## src/rtl/float_io_port_if.sv

```systemverilog
// Processor peripheral bus plus the external operand/result pins of float_io_port.
// master = processor/environment side, slave = the port itself.
interface float_io_port_if;
  logic [3:0]  addr;
  logic [7:0]  wdata;
  logic        we;
  logic        re;
  logic [7:0]  rdata;
  logic [31:0] din;
  logic        din_rdy;
  logic        din_req;
  logic [31:0] dout;
  logic        dout_rdy;

  modport master (
    output addr, wdata, we, re, din, din_rdy,
    input  rdata, din_req, dout, dout_rdy
  );

  modport slave (
    input  addr, wdata, we, re, din, din_rdy,
    output rdata, din_req, dout, dout_rdy
  );
endinterface

```

## src/rtl/float_io_port.sv

```systemverilog
// Memory-mapped port moving 32-bit operands/results between an 8-bit processor
// and the external din_req/din/din_rdy request and dout/dout_rdy strobe.
module float_io_port #(
  parameter int unsigned DOUT_HOLD = 4,
  parameter int unsigned DOUT_GAP  = 2
) (
  input logic             clk,
  input logic             rst_n,
  float_io_port_if.slave  io
);

  localparam logic [1:0] IN_IDLE  = 2'd0;
  localparam logic [1:0] IN_WAIT  = 2'd1;
  localparam logic [1:0] IN_FULL  = 2'd2;
  localparam logic [1:0] OUT_IDLE = 2'd0;
  localparam logic [1:0] OUT_HOLD = 2'd1;
  localparam logic [1:0] OUT_GAP  = 2'd2;

  localparam logic [7:0] HOLD_CNT = 8'(DOUT_HOLD);
  localparam logic [7:0] GAP_CNT  = 8'(DOUT_GAP);

  logic [1:0]       in_state_q, in_state_d;
  logic [31:0]      in_word_q, in_word_d;
  logic [1:0]       out_state_q, out_state_d;
  logic [31:0]      dout_q, dout_d;
  logic [3:0][7:0]  out_b_q, out_b_d;
  logic [7:0]       cnt_q, cnt_d;
  logic             ovr_q, ovr_d;

  logic       wr_ctrl, req, send, clr, consume, can_accept;
  logic [3:0] shadow_sel;

  always_comb begin
    wr_ctrl    = io.we && (io.addr == 4'h0);
    req        = wr_ctrl && io.wdata[0];
    send       = wr_ctrl && io.wdata[1];
    clr        = wr_ctrl && io.wdata[7];
    consume    = io.re && (io.addr == 4'h4);
    shadow_sel = io.addr - 4'd5;
    // The last gap cycle already counts as idle so the next SEND lands exactly
    // DOUT_HOLD+DOUT_GAP edges after the previous one.
    can_accept = (out_state_q == OUT_IDLE) ||
                 ((out_state_q == OUT_GAP) && (cnt_q == 8'd1));

    in_state_d = in_state_q;
    in_word_d  = in_word_q;
    case (in_state_q)
      IN_IDLE: if (req) in_state_d = IN_WAIT;
      IN_WAIT: if (io.din_rdy) begin
        in_word_d  = io.din;
        in_state_d = IN_FULL;
      end
      IN_FULL: begin
        if (req)          in_state_d = IN_WAIT;
        else if (consume) in_state_d = IN_IDLE;
      end
      default: in_state_d = IN_IDLE;
    endcase

    out_state_d = out_state_q;
    cnt_d       = cnt_q;
    dout_d      = dout_q;
    case (out_state_q)
      OUT_HOLD: begin
        if (cnt_q == 8'd1) begin
          out_state_d = OUT_GAP;
          cnt_d       = GAP_CNT;
        end else begin
          cnt_d = cnt_q - 8'd1;
        end
      end
      OUT_GAP: begin
        if (cnt_q == 8'd1) out_state_d = OUT_IDLE;
        else               cnt_d = cnt_q - 8'd1;
      end
      OUT_IDLE: ;
      default: out_state_d = OUT_IDLE;
    endcase
    if (send && can_accept) begin
      out_state_d = OUT_HOLD;
      cnt_d       = HOLD_CNT;
      dout_d      = out_b_q;
    end

    ovr_d = ovr_q;
    if (clr)                 ovr_d = 1'b0;
    if (send && !can_accept) ovr_d = 1'b1;

    out_b_d = out_b_q;
    if (io.we && (io.addr >= 4'h5) && (io.addr <= 4'h8))
      out_b_d[shadow_sel[1:0]] = io.wdata;
  end

  always_ff @(posedge clk or negedge rst_n) begin
    if (!rst_n) begin
      in_state_q  <= IN_IDLE;
      in_word_q   <= '0;
      out_state_q <= OUT_IDLE;
      dout_q      <= '0;
      out_b_q     <= '0;
      cnt_q       <= '0;
      ovr_q       <= 1'b0;
    end else begin
      in_state_q  <= in_state_d;
      in_word_q   <= in_word_d;
      out_state_q <= out_state_d;
      dout_q      <= dout_d;
      out_b_q     <= out_b_d;
      cnt_q       <= cnt_d;
      ovr_q       <= ovr_d;
    end
  end

  always_comb begin
    io.rdata = '0;
    case (io.addr)
      4'h0: io.rdata = {4'b0000, ovr_q, (out_state_q != OUT_IDLE),
                        (in_state_q == IN_FULL), (in_state_q == IN_WAIT)};
      4'h1: io.rdata = in_word_q[7:0];
      4'h2: io.rdata = in_word_q[15:8];
      4'h3: io.rdata = in_word_q[23:16];
      4'h4: io.rdata = in_word_q[31:24];
      4'h5: io.rdata = out_b_q[0];
      4'h6: io.rdata = out_b_q[1];
      4'h7: io.rdata = out_b_q[2];
      4'h8: io.rdata = out_b_q[3];
      default: io.rdata = '0;
    endcase
  end

  assign io.din_req  = (in_state_q == IN_WAIT);
  assign io.dout     = dout_q;
  assign io.dout_rdy = (out_state_q == OUT_HOLD);

endmodule

```

## src/flat_wrapper.sv

```systemverilog
// flat-port wrapper written by rule: the top's interface ports become plain ports
module float_io_port_flat 
#(
  parameter int unsigned DOUT_HOLD = 4,
  parameter int unsigned DOUT_GAP  = 2
)
  (clk, rst_n, io_addr, io_wdata, io_we, io_re, io_din, io_din_rdy, io_rdata, io_din_req, io_dout, io_dout_rdy);
  float_io_port_if io_i ();
  input logic clk;
  input logic rst_n;
  input wire logic [$bits(io_i.addr)-1:0] io_addr;
  input wire logic [$bits(io_i.wdata)-1:0] io_wdata;
  input wire logic [$bits(io_i.we)-1:0] io_we;
  input wire logic [$bits(io_i.re)-1:0] io_re;
  input wire logic [$bits(io_i.din)-1:0] io_din;
  input wire logic [$bits(io_i.din_rdy)-1:0] io_din_rdy;
  output wire logic [$bits(io_i.rdata)-1:0] io_rdata;
  output wire logic [$bits(io_i.din_req)-1:0] io_din_req;
  output wire logic [$bits(io_i.dout)-1:0] io_dout;
  output wire logic [$bits(io_i.dout_rdy)-1:0] io_dout_rdy;
  assign io_i.addr = io_addr;
  assign io_i.wdata = io_wdata;
  assign io_i.we = io_we;
  assign io_i.re = io_re;
  assign io_i.din = io_din;
  assign io_i.din_rdy = io_din_rdy;
  assign io_rdata = io_i.rdata;
  assign io_din_req = io_i.din_req;
  assign io_dout = io_i.dout;
  assign io_dout_rdy = io_i.dout_rdy;
  float_io_port #(.DOUT_HOLD(DOUT_HOLD), .DOUT_GAP(DOUT_GAP)) u_core (.clk(clk), .rst_n(rst_n), .io(io_i));
endmodule
```

## config.mk

```make
export PLATFORM = sky130hd
export DESIGN_NAME = float_io_port_flat
export DESIGN_NICKNAME = d
export VERILOG_FILES = /design/src/rtl/float_io_port_if.sv /design/src/rtl/float_io_port.sv /design/src/flat_wrapper.sv
export SDC_FILE = /design/constraint.sdc
export NUM_CORES = 1
export LEC_CHECK = 0
export ABC_AREA = 1
export CAP_MARGIN = 20
export CORE_ASPECT_RATIO = 1.75
export CORE_MARGIN = 2
export CORE_UTILIZATION = 47
export DETAILED_ROUTE_END_ITERATION = 10
export HOLD_SLACK_MARGIN = 0.02
export PLACE_DENSITY = 0.72
export SLEW_MARGIN = 20
export SYNTH_ARGS = -nofsm -noshare
export SYNTH_HDL_FRONTEND = slang
export SYNTH_SLANG_ARGS = --single-unit
export TNS_END_PERCENT = 5
```

## constraint.sdc

```tcl
create_clock -name clk -period 1.64 [get_ports clk]
set_input_delay 0.164 -clock clk [delete_from_list [all_inputs] [get_ports clk]]
set_output_delay 0.164 -clock clk [all_outputs]
set_load 0.05 [all_outputs]
```

==> impl_metrics.json <==
{
  "grt_pass1_wl_mm": 19.46,
  "drtPass1Iterations": 8,
  "min-delay-path-class": "in -> async",
  "r2r-start": "u_core.cnt_q[1]",
  "dieArea_sq_um": 11250,
  "reg2reg_depth": 10,
  "cap_viol_max_count": 0,
  "cts_buffers": 9,
  "avgViaCountPerCell": 5.176,
  "min_period_over_period": 0.9741,
  "grt-ovfl-total": 0,
  "ir_worst_vdd_mv": 0.8538,
  "drive_above_1_share": 0.2279,
  "max_freq_ghz": 0.6260,
  "post-route-drc-count": 0,
  "r2r_end": "u_core.io.dout[4]",
  "start_kind": "register",
  "synth_edf_count": 0,
  "vias": 4177,
  "crit_arrival_ns": 1.43,
  "yosys-top-cells-area": "dfrtp_1 (56%), nand2_1 (13%), mux2_2 (6.0%)",
  "status": "completed",
  "routabilityCongestion": 0.9415,
  "netlist_instances": 554,
  "port_buffers": 90,
  "grt_pass1_vias": 4105,
  "max_stage_delay_ns": 0.38,
  "io_pins": 91,
  "cp_data_required_time_ns": 1.48,
  "p_leak_nw": 3.314,
  "syn_nets": 605,
  "tns_ns": 0,
  "yosysWarnings": 0,
  "clock_skew_ns": 0.006983,
  "period_needed_ns": 1.598,
  "async_reset_ff_frac": 1.000,
  "power_density_nw_per_um2": 1142,
  "crit_path_end": "io_rdata[5]",
  "finalHoldViolCount": 0,
  "preCtsSetupSlack_ns": -0.3999,
  "clk_pin_slew_ns": 0.07,
  "syn_avg_cell_area_sq_um": 8.815,
  "coreArea_sq_um": 10180,
  "n_fill_cell": 846,
  "num_rows": 49,
  "placed_cell_area_sq_um": 6177,
  "ant_nets": 0,
  "setup.worst_path.class": "reg -> out",
  "worst_pin_slew_ns": 0.3444,
  "cts_htree_levels": 3,
  "report.final.slew_viol_count": 0,
  "die_y_um": 138.8,
  "ys_types": 28,
  "end_kind": "output pin",
  "grtUsageTotal": 0.2267,
  "ys_seq_area_frac": 0.5585,
  "synth_area_leader_cell": "dfrtp_1",
  "ys_top_cells_by_count": "nand2_1 (175), dfrtp_1 (109), inv_1 (55)",
  "worst_slack_ns": 0.04249,
  "antenna_found_initial": 0,
  "routed_wl_mm": 11.97,
  "worstSkewPairLatency_ns": 0.34,
  "fin_nets": 727,
  "setup_viol": 0,
  "netlist_area_sq_um": 4883,
  "n_antenna_cell": 0,
  "synth_seq_cells": 109,
  "rsz0062_at_grt": "yes",
  "crit_chain": "inv_1 -> o21ai_1 -> a21oi_1 -> nand4_1 -> buf_12",
  "reg2reg_slack_ns": 0.12,
  "cts_sinks": 109,
  "slowest_stage": "dfrtp_1",
  "synth_flop_cell": "dfrtp_1",
  "worstPathMaxFanout": 2,
  "dp_hpwl_mm": 9.206,
  "total_power_mw": 7.534,
  "grt_max_degree": 67,
  "drtIter0Drc": 313,
  "chipWidth_um": 81.06,
  "start_util": 0.4798,
  "cts_max_path_buffers": 2,
  "relSlewSlack": 0.7704,
  "crit_start": "u_core.out_b_q[5]",
  "final_design_area_no_fill_sq_um": 6596,
  "synth_top_cell_area_share": 0.5585,
  "areaGrowthSynthToFinish_pct": 35.08,
  "synth_most_common_cell": "nand2_1",
  "clockRootBuffer": "clkbuf_16",
  "cts_tree": "built",
  "wl_per_cell_um": 14.84
}
==> worst max-delay path: cells and delay by family (launching register included) <==
kind                   cells  cell delay [ns]
flip-flops                 1             0.38
AO/OA/AOI/OAI              2             0.22
AND/OR/NAND/NOR            1             0.18
buffers and inverters      2             0.31
==> placed cells by master, fill, tap and decap left out, types with 2 or more instances in the layout <==
master           synthesis  routed
xor2_1                   2       2
nand3_2                  1       5
a21oi_1                 13      13
clkbuf_16                0       9
bufinv_16                0       2
nand2_1                175     168
nand4_1                  5       5
nor2_2                   2       4
nand3_1                 33      29
buf_4                    0      63
o31ai_1                  2       2
inv_2                    2       4
nand2_2                  2       8
nor2_1                  34      28
o21ai_1                 46      46
xnor2_1                  2       2
mux2_2                  26      26
o21ai_0                 12      12
clkbuf_2                 0       3
buf_12                   0      15
dfrtp_1                109     109
inv_6                    0       2
clkdlybuf4s50_1          0      43
o22ai_2                  0       2
nor2_4                   1       5
inv_1                   55      53
o22ai_1                  9       7
==> kinds of logic after synthesis <==
group / count (synthesis) / share of synthesized area
adder cells (fa/ha/maj): 2 / 0.005123
flip-flops: 109 / 0.5585
XOR/XNOR: 4 / 0.007175
AND/OR/NAND/NOR: 256 / 0.2142
AO/OA/AOI/OAI: 85 / 0.09198
multiplexers: 26 / 0.05995
buffers and inverters: 72 / 0.06303
==> worst min path at each step <==
stage                   endpoint  slack (ns)  cells past startpoint
2_1_floorplan    u_core.cnt_q[0]       -0.13                      0
3_3_place_gp   u_core.io.dout[9]        0.17                      2
3_5_place_dp   u_core.io.dout[9]        0.17                      2
4_1_cts        u_core.out_b_q[2]        0.35                      3
5_1_grt        u_core.io.dout[9]        0.37                      3
6_report       u_core.out_b_q[2]        0.35                      3
==> per-layer routing <==
metal,wire length (um),vias to the layer above,global-route usage
li1,-,2043,-
met1,4503,1964,0.2671
met2,6501,137,0.3963
met3,504,33,0.03581
met4,466,0,0.1008
met5,0,-,0
==> timing repair <==
item	CTS	global route
hold buffers	1	0
setup endpoints to repair	8	46
gates resized for setup	17	22
endpoints found under the hold margin	109	0
setup buffers	0	3
pin swaps	1	4
==> state kept, by name, indices dropped and copies added (netlist names) <==
| register | flops |
|---|---|
| u_core.io.dout | 32 |
| u_core.cnt_q | 8 |
| u_core.out_state_q | 2 |
| u_core.in_state_q | 2 |
| u_core.ovr_q | 1 |
| u_core.out_b_q | 32 |
| u_core.in_word_q | 32 |
==> per-stage QoR <==
stage / utilization / hold WS, ns / cells
2_1_floorplan: - / -0.1316 / 554
3_3_place_gp: 0.6070 / 0.1735 / 788
3_5_place_dp: 0.6070 / 0.1705 / 788
4_1_cts: 0.6431 / 0.3480 / 804
5_1_grt: 0.6481 / 0.3710 / 807
6_report: 0.6481 / 0.3461 / 807
==> final cells by class <==
type | instances | area, sq um | share of cell area
Multi-Input combinational cell | 373 | 1941 | 0.2942
Clock inverter | 5 | 82.58 | 0.01252
Inverter | 57 | 214.0 | 0.03244
Timing Repair Buffer | 126 | 1234 | 0.1870
Sequential cell | 109 | 2728 | 0.4135
Tap cell | 127 | 158.9 | 0.02409
Clock buffer | 10 | 239.0 | 0.03623
==> where the power goes <==
part / internal, mW / switching, mW
Sequential: 3.27 / 0.358
Clock: 1.38 / 0.920
Combinational: 0.793 / 0.814
No activity file was read; power rests on OpenSTA's default activity.
==> patch 1: new RTL, same flow settings <==
`in_word_q` no longer has a reset.
--- a/src/rtl/float_io_port.sv
+++ b/src/rtl/float_io_port.sv
@@ -95,5 +95,4 @@
     if (!rst_n) begin
       in_state_q  <= IN_IDLE;
-      in_word_q   <= '0;
       out_state_q <= OUT_IDLE;
       dout_q      <= '0;
@@ -103,5 +102,4 @@
     end else begin
       in_state_q  <= in_state_d;
-      in_word_q   <= in_word_d;
       out_state_q <= out_state_d;
       dout_q      <= dout_d;
@@ -110,4 +108,8 @@
       ovr_q       <= ovr_d;
     end
+  end
+
+  always_ff @(posedge clk) begin
+    in_word_q <= in_word_d;
   end
 
Behaviour: differs if rst_n is asserted again (counterexample within 4 cycles, from zero or initial values and one cycle with rst_n low); with rst_n held inactive, the same outputs for 4 cycles.
==> patch 1 against the unedited design <==
The run now ends with setup timing left. Synthesized area shrank 2.3%. Cell area fell by 0.97%. Total power shrank 13%. Sequential cell count is the same. Routed wire length is 3.1% lower. Count of clock-buffer cells in the layout grew 2. Setup slack worse by 0.048 ns. Non-clock buffer count increased by 6. Highest routed layer unchanged.
==> patch 1: results (changes against the unedited design) <==
violations in the final reports=setup timing; Via density=5.06 (-2.2%); detailed placer's ending HPWL=8290 um (-9.9%); share of flip-flops with an asynchronous set or reset=0.706 (-0.294); Crit path largest cell delay=0.41 ns (+0.03 ns); VDD IR-drop max=0.000672 V (-21%); critical-path maximum fanout=33 (+31); run status=complete, but fails checks; post-CTS setup buffer count=6 (+6); WL per Instance=15.2 um (+2.6%); DR pass1 iterations=4 (-4); worst slack on hold paths=0.372 ns (+0.0256 ns); number of failing setup endpoints in the final timing report=3 (+3); category of cells accounting for the largest share of critical-path delay=simple AND/OR/NAND/NOR gates; Compound-Gate Fraction of Synth Area=0.120 (+0.0279); placed inst area=6030 sq um (-2.4%); post-synthesis sequential area ratio=0.605 (+0.0468); launch point of the worst path=u_core.cnt_q[1]; pin count of the biggest net entering global routing=78 (+16%); first-pass GRT wire length=18,000 um (-7.6%); adder-cell area share of the yosys netlist=0.00525 (+0.000121); cells after synthesis=500 (-9.7%); grt met1 use=0.239 (-0.0278); filler cell count=808 (-4.5%); LEAKAGE=3.04 nW (-8.3%); share of final-layout standard cells stronger than drive strength 1=0.262 (+0.0342); min setup slack post-route=-0.00596 ns (-0.0485 ns); leading post-synthesis cells by cell area=dfrtp_1, edfxtp_1, nand2_1; worst setup timing slack at the placement stage=-0.386 ns (+0.0139 ns); top cell types by occurrence after synthesis=nand2_1, dfrtp_1, inv_1; DR iter-0 viols=289 (-7.7%); Clock Skews=0.00497 ns (-0.00201 ns); synthesized netlist net count=551 (-8.9%)
==> patch 1: cell types whose count changed in the layout (fill, tap and decap cells not counted), moves of 4 or more <==
cell	change
nor2_1	-7
buf_4	+4
a21oi_1	-7
o22ai_1	+4
dfrtp_1	-32
nand2_1	-26
o21ai_1	-14
inv_2	+15
nand3_1	-26
o21ai_2	+13
mux2_2	-26
nor2_4	+4
o21ai_0	+15
edfxtp_1	+32
==> patch 1: layer usage <==
metal  routed length, um  part of all wire
met5                   0                 0
met4                 425             0.037
met3                 634             0.055
met2                6220              0.54
met1                4320              0.37
==> patch 1: cell type report <==
cell class / count / share of cell area
clock buffer: 12 / 0.0393
clock inverter: 4 / 0.00804
inverter: 73 / 0.0425
multi-input combinational: 307 / 0.247
sequential: 109 / 0.442
tap: 125 / 0.0239
timing repair buffer: 132 / 0.198
==> patch 1: power breakdown <==
part	internal, mW	leakage, nW	switching (mW)
combinational	0.450	1.60	0.657
clock	1.27	0.150	0.935
sequential	3.06	1.29	0.142
==> patch 2: new RTL, config.mk and constraints unchanged <==
Without the edit above. Make the reset (`rst_n`) synchronous in one clocked block.
--- a/src/rtl/float_io_port.sv
+++ b/src/rtl/float_io_port.sv
@@ -92,5 +92,5 @@
   end
 
-  always_ff @(posedge clk or negedge rst_n) begin
+  always_ff @(posedge clk) begin
     if (!rst_n) begin
       in_state_q  <= IN_IDLE;
Check against the original RTL: differs if rst_n is asserted again (counterexample within 4 cycles, from zero or initial values and one cycle with rst_n low); with rst_n held inactive, the same outputs for 4 cycles.
==> patch 2 against the unedited design <==
Non-clock buffer count up 3. Sequential cell count unchanged. Synthesized area shrank 1.9%. Hold slack got worse by 0.19 ns. Routed wire length is 6.7% higher. Die area fell by 1.9%. Setup slack lost 0.028 ns. Critical path depth is 3 higher. Cell area decreased by 2.3%. Critical endpoint unchanged.
Power is not compared: it rests on default switching activity, and its combinational part moved more than twofold at a synthesized area within 25%.
==> patch 2: results (changes against the unedited design) <==
Logic inverters=81 (+42%); Clock Skews=0.00542 ns (-0.00156 ns); routed via count=4,814 (+15%); top cell types by occurrence after synthesis=nand2_1, dfxtp_1, nor2_1; min-delay worst type=in -> reg; critical-path maximum fanout=7 (+5); placed inst area=6050 sq um (-2.1%); Final clock-cell share=0.0462 (-0.00254); share of flip-flops with an asynchronous set or reset=0 (-1.00); detailed placer's ending HPWL=9590 um (+4.1%); run status=completed; pin count of the biggest net entering global routing=75 (+12%); number of global-route vias before repair=4,522 (+10%); post-route insts no fill=921 (+14%); Arr. time, crit path=1.46 ns (+0.03 ns); Horiz. Die Dim=80.3 um (-0.93%); unique cell type count in the Yosys netlist=24 (-14%); first-pass GRT wire length=20,500 um (+5.4%); dominant synthesized flop cell=dfxtp_1; WL per Instance=13.9 um (-6.5%); DR pass1 iterations=5 (-3); DR iter-0 viols=386 (+23%); GPL Wtd Cong=0.869 (-7.7%); worst setup timing slack at the placement stage=-0.344 ns (+0.0556 ns); leading post-synthesis cells by cell area=dfxtp_1, nand2_1, a21oi_1; r2r startpoint=u_core.cnt_q[1]; remaining max-slew budget at the tightest pin=0.511 (-0.259); share of cell area taken by multi-input logic gates=0.344 (+0.0494); buffer share of cell area=0.200 (+0.0129); GRT Resource Usage Total=0.237 (+0.0105); number of multi-input combinational cells=461 (+24%); slowest cell on the critical path=clkdlybuf4s15_2; number of placed cells counting well taps=903 (+15%); post-synthesis sequential area ratio=0.456 (-0.103)
## patch 2: logic make-up after synthesis
| logic type | synth area share |
|---|---|
| compound gates | 0.173 |
| xor+xnor | 0.00366 |
| fa+ha+maj | 0.00523 |
| buf+inv | 0.0975 |
| flops | 0.456 |
| simple gates | 0.265 |
## patch 2: power groups by stage
stage / logic [mW] / clock network, mW / registers, mW
final: 0.573 / 2.18 / 2.71
after global placement: 0.541 / 0 / 2.77
after detailed placement: 0.552 / 0 / 2.77
after CTS: 0.558 / 2.22 / 2.71
after floorplan: 0.260 / 0 / 2.80
after global routing: 0.630 / 2.31 / 2.71
## patch 2: path summary, 6_finish.rpt
kind                                to  slack (ns)  cells after the start
setup / recovery           io_rdata[5]        0.01                      8
hold / removal    u_core.in_word_q[10]        0.16                      3
setup reg to reg    u_core.io.dout[10]        0.10                     10
hold reg to reg    u_core.in_word_q[5]        0.46                      2
## patch 2: timing repair
| item | 4_1_cts | 5_1_grt |
|---|---|---|
| setup buffers | 0 | 1 |
| resized for setup | 20 | 22 |
| gates cloned | 0 | 1 |
| endpoints found under the setup margin | 11 | 48 |
| hold buffers | 0 | 0 |
| pin swaps | 0 | 3 |
## patch 2: stage by stage
stage	hold WS (ns)	setup TNS [ns]	utilization	total power, mW
floorplan	0.329	-0.223	-	3.06
global placement	0.451	-13.14	0.610	3.31
detailed placement	0.454	-16.56	0.610	3.32
CTS	0.151	0	0.642	5.48
global route	0.170	-0.0620	0.650	5.65
finish	0.157	0	0.650	5.46
## patch 2: metal layers
layer / up-vias / global-route usage / share of wire
met2: 166 / 0.423 / 0.53
met3: 31 / 0.0452 / 0.049
met1: 2182 / 0.271 / 0.39
li1: 2435 / - / -
met4: 0 / 0.103 / 0.033
met5: - / 0 / 0
